## src/rtl/lock_code_sender.sv

```systemverilog
// Sends a packed BCD code to a digit lock as load-strobed digits plus a confirm pulse and
// reports whether the lock opened. Define LOCK_SENDER_RETRY_EN to enable retries on timeout.
module lock_code_sender #(
    parameter int NUM_DIGITS = 4,
    parameter int GAP_CYCLES = 3,
    parameter int TIMEOUT    = 16,
    parameter int MAX_RETRY  = 2
) (
    input  logic                    clk,
    input  logic                    reset,
    input  logic                    start,
    input  logic [4*NUM_DIGITS-1:0] code,
    input  logic                    unlocked_in,
    output logic [3:0]              digit_out,
    output logic                    load_out,
    output logic                    busy,
    output logic                    done,
    output logic                    pass,
    output logic                    bad_code
);
    localparam int IW = (NUM_DIGITS > 1) ? $clog2(NUM_DIGITS) : 1;

    if (NUM_DIGITS < 1 || GAP_CYCLES < 0 || GAP_CYCLES > 255 || TIMEOUT < 1 ||
        TIMEOUT > 65535 || MAX_RETRY < 0) begin : g_bad_param
        $error("lock_code_sender: parameter out of range");
    end

    typedef enum logic [2:0] {
        StIdle, StSend, StGap, StConfirm, StWait, StDone
`ifdef LOCK_SENDER_RETRY_EN
        , StFlush
`endif
    } state_e;

    state_e                  state_q, state_d;
    logic [4*NUM_DIGITS-1:0] code_q, code_d, sel_code;
    logic [IW-1:0]           idx_q, idx_d;
    logic                    last_q, last_d;
    logic [7:0]              gap_q, gap_d;
    logic [15:0]             wait_q, wait_d;
    logic [3:0]              digit_q, digit_d;
    logic                    pass_q, pass_d;
    logic                    bad_q, bad_d;
    logic                    nibble_bad;
`ifdef LOCK_SENDER_RETRY_EN
    localparam int RW = ($clog2(MAX_RETRY + 1) < 2) ? 2 : $clog2(MAX_RETRY + 1);
    logic [RW-1:0]           retry_q, retry_d;
`endif

    always_comb begin
        state_d    = state_q;
        code_d     = code_q;
        idx_d      = idx_q;
        last_d     = last_q;
        gap_d      = gap_q;
        wait_d     = wait_q;
        digit_d    = digit_q;
        pass_d     = pass_q;
        bad_d      = bad_q;
`ifdef LOCK_SENDER_RETRY_EN
        retry_d    = retry_q;
`endif
        nibble_bad = 1'b0;
        for (int i = 0; i < NUM_DIGITS; i++) begin
            if (code[4*i +: 4] > 4'd9) nibble_bad = 1'b1;
        end
        // In IDLE the code is not latched yet, so the first digit comes from the input.
        sel_code = (state_q == StIdle) ? code : code_q;

        unique case (state_q)
            StIdle: begin
                if (start) begin
                    code_d  = code;
                    pass_d  = 1'b0;
                    bad_d   = nibble_bad;
                    idx_d   = '0;
                    last_d  = 1'b0;
`ifdef LOCK_SENDER_RETRY_EN
                    retry_d = '0;
`endif
                    state_d = nibble_bad ? StDone : StSend;
                end
            end
            StSend: begin
                if (idx_q == IW'(NUM_DIGITS - 1)) last_d = 1'b1;
                else idx_d = idx_q + 1'b1;
                if (GAP_CYCLES == 0) begin
                    state_d = (idx_q == IW'(NUM_DIGITS - 1)) ? StConfirm : StSend;
                end else begin
                    state_d = StGap;
                    gap_d   = 8'(GAP_CYCLES - 1);
                end
            end
            StGap: begin
                if (gap_q == 8'd0) state_d = last_q ? StConfirm : StSend;
                else gap_d = gap_q - 8'd1;
            end
            StConfirm: begin
                state_d = StWait;
                wait_d  = 16'(TIMEOUT - 1);
            end
            StWait: begin
                if (unlocked_in) begin
                    pass_d  = 1'b1;
                    state_d = StDone;
                end else if (wait_q == 16'd0) begin
`ifdef LOCK_SENDER_RETRY_EN
                    if (retry_q < RW'(MAX_RETRY)) begin
                        retry_d = retry_q + 1'b1;
                        state_d = StFlush;
                    end else
`endif
                    state_d = StDone;
                end else begin
                    wait_d = wait_q - 16'd1;
                end
            end
`ifdef LOCK_SENDER_RETRY_EN
            StFlush: begin
                idx_d  = '0;
                last_d = 1'b0;
                if (GAP_CYCLES == 0) begin
                    state_d = StSend;
                end else begin
                    state_d = StGap;
                    gap_d   = 8'(GAP_CYCLES - 1);
                end
            end
`endif
            StDone:  state_d = StIdle;
            default: state_d = StIdle;
        endcase

        if (state_d == StSend) digit_d = sel_code[4*int'(idx_d) +: 4];
        else if (state_d == StConfirm) digit_d = 4'd0;
`ifdef LOCK_SENDER_RETRY_EN
        else if (state_d == StFlush) digit_d = 4'd0;
`endif
    end

    always_ff @(posedge clk or posedge reset) begin
        if (reset) begin
            state_q <= StIdle;
            code_q  <= '0;
            idx_q   <= '0;
            last_q  <= 1'b0;
            gap_q   <= '0;
            wait_q  <= '0;
            digit_q <= '0;
            pass_q  <= 1'b0;
            bad_q   <= 1'b0;
`ifdef LOCK_SENDER_RETRY_EN
            retry_q <= '0;
`endif
        end else begin
            state_q <= state_d;
            code_q  <= code_d;
            idx_q   <= idx_d;
            last_q  <= last_d;
            gap_q   <= gap_d;
            wait_q  <= wait_d;
            digit_q <= digit_d;
            pass_q  <= pass_d;
            bad_q   <= bad_d;
`ifdef LOCK_SENDER_RETRY_EN
            retry_q <= retry_d;
`endif
        end
    end

    always_comb begin
        load_out = (state_q == StSend) || (state_q == StConfirm);
`ifdef LOCK_SENDER_RETRY_EN
        load_out = load_out || (state_q == StFlush);
`endif
        busy      = (state_q != StIdle) && (state_q != StDone);
        done      = (state_q == StDone);
        digit_out = digit_q;
        pass      = pass_q;
        bad_code  = bad_q;
    end
endmodule

```

## config.mk

```make
export PLATFORM = sky130hd
export DESIGN_NAME = lock_code_sender
export DESIGN_NICKNAME = d
export VERILOG_FILES = /design/src/rtl/lock_code_sender.sv
export SDC_FILE = /design/constraint.sdc
export NUM_CORES = 1
export LEC_CHECK = 0
export BUFFER_PORTS_ARGS = -buffer_cell sky130_fd_sc_hd__buf_2
export CAP_MARGIN = 10
export CORE_UTILIZATION = 35
export CTS_CLUSTER_DIAMETER = 200
export CTS_CLUSTER_SIZE = 16
export DETAILED_ROUTE_END_ITERATION = 10
export SLEW_MARGIN = 30
export SYNTH_ARGS = -nofsm -noshare
export SYNTH_HDL_FRONTEND = slang
export SYNTH_SLANG_ARGS = --single-unit
```

## constraint.sdc

```tcl
create_clock -name clk -period 3.1 [get_ports clk]
set_input_delay 0.62 -clock clk [delete_from_list [all_inputs] [get_ports clk]]
set_output_delay 0.62 -clock clk [all_outputs]
set_load 0.02 [all_outputs]
```

* Word-level counts from Yosys, hierarchy flattened
Cells that the tools add are included.
** Word-level totals
- Bits in registers :: 52
- Input port bits :: 20
- Output and inout bits :: 9
** Operators by class
- $add $sub $neg :: 3
- Magnitude comparators :: 4
- Equality and inequality tests :: 15
- Shifts and indexed selects :: 1
- Mux-type cells :: 27
- Reduce and logical (&&, ||, !) cells :: 16
** Operators with widths (count)
- $mux 16 :: 3
- $pmux 16 s2 :: 1
- $gt 4x4->1 const B :: 4
- $logic_not 16->1 :: 1
- $pmux 8 s2 :: 1
- $shiftx 16x5->4 :: 1
- $sub 16x1->16 const B :: 1
- $mux 3 :: 5
- $pmux 3 s5 :: 1
- $ne 2x2->1 const B :: 6
- $reduce_bool 2->1 :: 5
- $eq 3x2->1 const B :: 3
- $reduce_and 3->1 :: 3
- $logic_not 8->1 :: 1
- $mux 4 :: 2
- $mux 8 :: 1
- $sub 8x1->8 const B :: 1
- $mux 1 :: 7
- $eq 3x1->1 const B :: 2
- $eq 3x3->1 const B :: 2
- $mux 2 :: 3
- $pmux 1 s2 :: 2
- $pmux 2 s2 :: 1
- $reduce_and 2->1 :: 2
- 7 further kinds :: 7

* Longest topological paths before layout
- Word-level depth :: 11
- Gate-level depth with buffers :: 8

* Worst setup path before layout
Ideal clock, no wire load.
- Kind :: input to register
- Start :: in code[5]
- End :: reg digit_q[1] (netlist: digit_out[1])
- Data arrival time :: 1.856 ns
- Data required time :: 2.978 ns
- Setup slack :: 1.123 ns
- Stages :: 6
- Buffers on the path :: 0
- Cell sequence :: o21ai_0 -> nand4_1 -> a21oi_1 -> o311ai_1 -> a31oi_1 -> a32o_1
** On the way
- Longest elaborated chain between the ends :: 9
** Ends and longest elaborated chain
- start: declaration :: line 12 : input logic [4*NUM_DIGITS-1:0] code,
- $gt 4x4->1 :: line 65 : if (code[4*i +: 4] > 4'd9) nibble_bad = 1'b1;
- $mux 1 (3 in a row) :: line 65
- $mux 3 :: line 81 : state_d = nibble_bad ? StDone : StSend;
- $mux 3 :: line 72 : if (start) begin
- $pmux 3 s5 :: line 70 : unique case (state_q)
- $eq 3x1->1 or $eq 3x2->1 (tied branches) :: line 134, 135
- $mux 4 or $reduce_bool 2->1 (tied branches)
- end signal: assignment :: line 162 : digit_q <= digit_d;
- end: declaration :: line 41 : logic [3:0] digit_q, digit_d;
Several ways; a longest one is shown, not always the timed one.
A chain may end at the register's enable or synchronous reset.

* Final worst setup path
- Start :: reg state_q[2]
- End :: reg wait_q[6]
** On the way
- Longest elaborated chain between the ends :: 3
** Ends and longest elaborated chain
- start: declaration :: line 35 : state_e state_q, state_d;
- start signal: assignment :: line 143 : state_q <= StIdle;
- start signal: assignment :: line 156 : state_q <= state_d;
- $eq 3x3->1 or $eq 3x2->1 (tied branches) :: line 70
- $ne 2x2->1 (no source line) or $reduce_bool 2->1 (tied branches)
- $reduce_and 3->1 (no source line)
- end signal: assignment :: line 161 : wait_q <= wait_d;
- end: declaration :: line 40 : logic [15:0] wait_q, wait_d;
Several ways; a longest one is shown, not always the timed one.

==> impl_metrics.py <==
metrics = {
    "clock_tree": {
        "cts_buffers": 5,
        "post-cts-setup-buffers": 0,
        "ctsHoldBuffers": 0,
        "cts_num_sinks": 52,
        "clk_pin_slew_worst_paths_ns": 0.10,
        "htree_num_levels": 2,
        "clk_latency_ns": 0.30,
        "cts_tree": "done",
        "post_cts_resized": 0,
        "clockBufferDepth": 2,
        "ctsRootBufferMaster": "clkbuf_8",
    },
    "timing": {
        "rsz0062_at_grt": "no",
        "finalCritPeriodShare_pct": 74.9,
        "max_clock_freq_ghz": 0.431,
        "final_hold_viol_count": 0,
        "period_minus_slack_ns": 2.32,
        "slew_violations": 0,
        "clock_skew_ns": 0.0102,
        "worstMarginPinSlew_ns": 0.783,
        "setup_viol": 0,
        "tns_ns": 0,
        "worst_slack_ns": 0.777,
        "relSlewSlack_pct": 47.8,
    },
    "die": {
        "fp.dieH_um": 91.7,
        "core.rowCount": 32,
        "start_util_pct": 36.2,
        "ioPinCount": 29,
        "die_area_um2": 8400,
        "core_area_um2": 7770,
        "die-width_um": 91.7,
    },
    "synthesis": {
        "ys_seq_elements": 52,
        "seq_area_frac_synth_pct": 46.2,
        "synth_cell_type_count": 53,
        "synthCells": 303,
        "async_reset_ff_share_pct": 100,
        "synth_edf_count": 0,
        "yosys_warnings": 0,
        "yosysTopAreaCell": "dfrtp_1",
        "syn_avg_cell_area_um2": 9.29,
        "ys.flop_type": "dfrtp_1",
        "syn-num-nets": 327,
        "yosysTopAreaCellShare_pct": 46.2,
        "syn_area_um2": 2810,
        "synth_area_leaders": "dfrtp_1 (46%), nand2_1 (9.3%), nor2_1 (4.7%)",
    },
    "cells_and_area": {
        "final_layout_size_suffix_gt1_share_pct": 15.7,
        "syn_to_final_growth_pct": 12.3,
        "nets": 355,
        "post-route-util_pct": 40.7,
        "diodes": 0,
        "n_fill_cell": 804,
        "final-seq-area_um2": 1300,
        "multiInputGateArea_um2": 1420,
    },
    "pwr": {
        "vdd_drop_max_uv": 311,
        "power_switching_mw": 1.22,
        "power.leakage_nw": 1.47,
        "seqPwrFrac_pct": 40.2,
        "combPwrFrac_pct": 43.7,
        "p_clk_share_pct": 16.1,
        "p_sw_share_pct": 42.3,
        "internal-power_mw": 1.67,
        "power_density_nw_per_um2": 917,
    },
    "setup_path": {
        "critPathMaxFanout": 14,
        "critPathLaunchType": "flip-flop",
        "r2r_end": "wait_q[6]",
        "worstPathArrival_ns": 2.48,
        "crit_type": "reg2reg",
        "cp_slowest_cell": "dfrtp_1",
        "worst-path-stages": 5,
        "crit_required_ns": 3.26,
        "rrSetupSlack_ns": 0.78,
        "max_stage_delay_ns": 0.66,
        "cpLargestDelayFamily": "simple AND/OR/NAND/NOR gates",
        "r2r_start": "state_q[2]",
        "end_kind": "flip-flop",
        "crit_chain": "nor3b_1 > o211ai_1 > nor4_1 > xnor2_1 > nor2_1",
        "r2r_cells": 5,
        "critPathBufInv": 0,
    },
    "run": {
        "cap_viol_max_count": 0,
    },
    "global_routing": {
        "globalRouteTotalUtil_pct": 16.1,
        "antenna_found_initial": 0,
        "grt_pass1_vias": 2178,
        "grt_pass1_wl_um": 10800,
        "grt_max_degree": 31,
        "overflow": 0,
    },
    "placement": {
        "io_buffers": 28,
        "dp_hpwl_um": 4670,
        "dp_slack_ns": 0.675,
        "gp_congestion": 0.822,
    },
    "min_path": {
        "worstHoldPathType": "in2async",
    },
    "detailed_routing": {
        "vias_per_cell": 5.09,
        "firstDrtPassIters": 4,
        "drt_iter0_drc": 101,
        "num_vias": 2209,
        "postRouteAntennaNets": 0,
        "drc": 0,
        "drt-total-wl_um": 6440,
        "wl_per_cell_um": 14.8,
    },
    "run_status": {
        "status": "finished, final reports clean",
    },
}
[routing by layer]
layer  up-vias  part of all wire (%)  global-route usage, %
met3         2                   2.7                   2.57
met5         -                     0                      0
met1      1077                    50                   22.4
met2        31                    47                   26.6
li1       1099                     -                      -
met4         0                  0.47                   3.17
[worst reg2reg max path, delay by kind of cell (launching register included)]
| kind | cells | cell delay [ns] |
|---|---|---|
| compound gates | 1 | 0.39 |
| simple gates | 3 | 0.97 |
| xor+xnor | 1 | 0.16 |
| flops | 1 | 0.66 |
[how the worst max path moves through the flow]
| stage | to | from | slack (ns) |
|---|---|---|---|
| after floorplan | digit_out[1] | code[5] | 1.12 |
| after global placement | digit_out[1] | code[2] | 0.78 |
| after detailed placement | digit_out[1] | code[2] | 0.68 |
| after CTS | digit_out[1] | state_q[2] | 0.74 |
| after global routing | digit_out[1] | state_q[0] | 0.56 |
| final | wait_q[6] | state_q[2] | 0.78 |
[cell type report]
| type | instances | area share, % |
|---|---|---|
| Clock buffer | 6 | 2.30 |
| Clock inverter | 2 | 1.11 |
| Inverter | 8 | 1.35 |
| Multi-Input combinational cell | 233 | 44.9 |
| Sequential cell | 52 | 41.2 |
| Tap cell | 102 | 4.04 |
| Timing Repair Buffer | 31 | 5.15 |
[power by group through the flow]
stage / Clock, mW / Sequential [mW] / Combinational (mW)
finish: 0.467 / 1.17 / 1.26
global route: 0.510 / 1.20 / 1.41
CTS: 0.485 / 1.16 / 1.27
detailed placement: 0 / 1.17 / 1.27
global placement: 0 / 1.17 / 1.24
floorplan: 0 / 1.11 / 1.01
[cells by family after synthesis]
family          synth area share (%)
compound gates                  10.5
mux                             6.62
fa+ha+maj                       1.78
buf+inv                         3.65
flops                           46.2
simple gates                    25.6
xor+xnor                        5.60
[stage by stage]
stage	hold slack (ns)	total power, mW	cells	cell area, um2
after CTS	0.336	2.92	434	3150
after global placement	0.459	2.41	426	3040
after floorplan	0.445	2.12	303	2810
after detailed placement	0.466	2.44	426	3040
after global routing	0.360	3.12	434	3160
final	0.324	2.90	434	3160
[registers in the layout, indices dropped and copies added, names as in the netlist]
name	count
bad_code	1
code_q	16
digit_out	4
gap_q	8
idx_q	2
last_q	1
pass	1
state_q	3
wait_q	16
[synthesized netlist by cell type, types with 3 or more instances]
master    count
ha_1          4
nor2_1       35
or3_1         3
xor2_1        9
and2_1        3
or4_1         3
nor2b_1       4
nand2_1      70
nor3_1        8
inv_1         7
o21ai_0       8
mux2i_1      13
dfrtp_1      52
nand2b_1      5
mux2_2        3
a21oi_1       9
nor4_1        5
xnor2_1       9
o32ai_1       4
a31oi_1       5
buf_2         3
[layout by cell type (no fill, tap or decap), types with 2 or more instances in the layout]
cell type	count
nand2_1	70
dfrtp_1	52
nor2_1	35
buf_2	28
mux2i_1	13
a21oi_1	9
xor2_1	9
xnor2_1	9
o21ai_0	8
nor3_1	8
inv_1	6
nand2b_1	5
a31oi_1	5
nor4_1	5
clkbuf_8	5
nor2b_1	4
o32ai_1	4
ha_1	4
and2_1	3
or3_1	3
mux2_2	3
or4_1	3
buf_4	3
nand4_1	2
nor3b_1	2
a221o_1	2
a32o_1	2
nand4b_1	2
o31ai_1	2
Power figures use the tool's default switching activity.
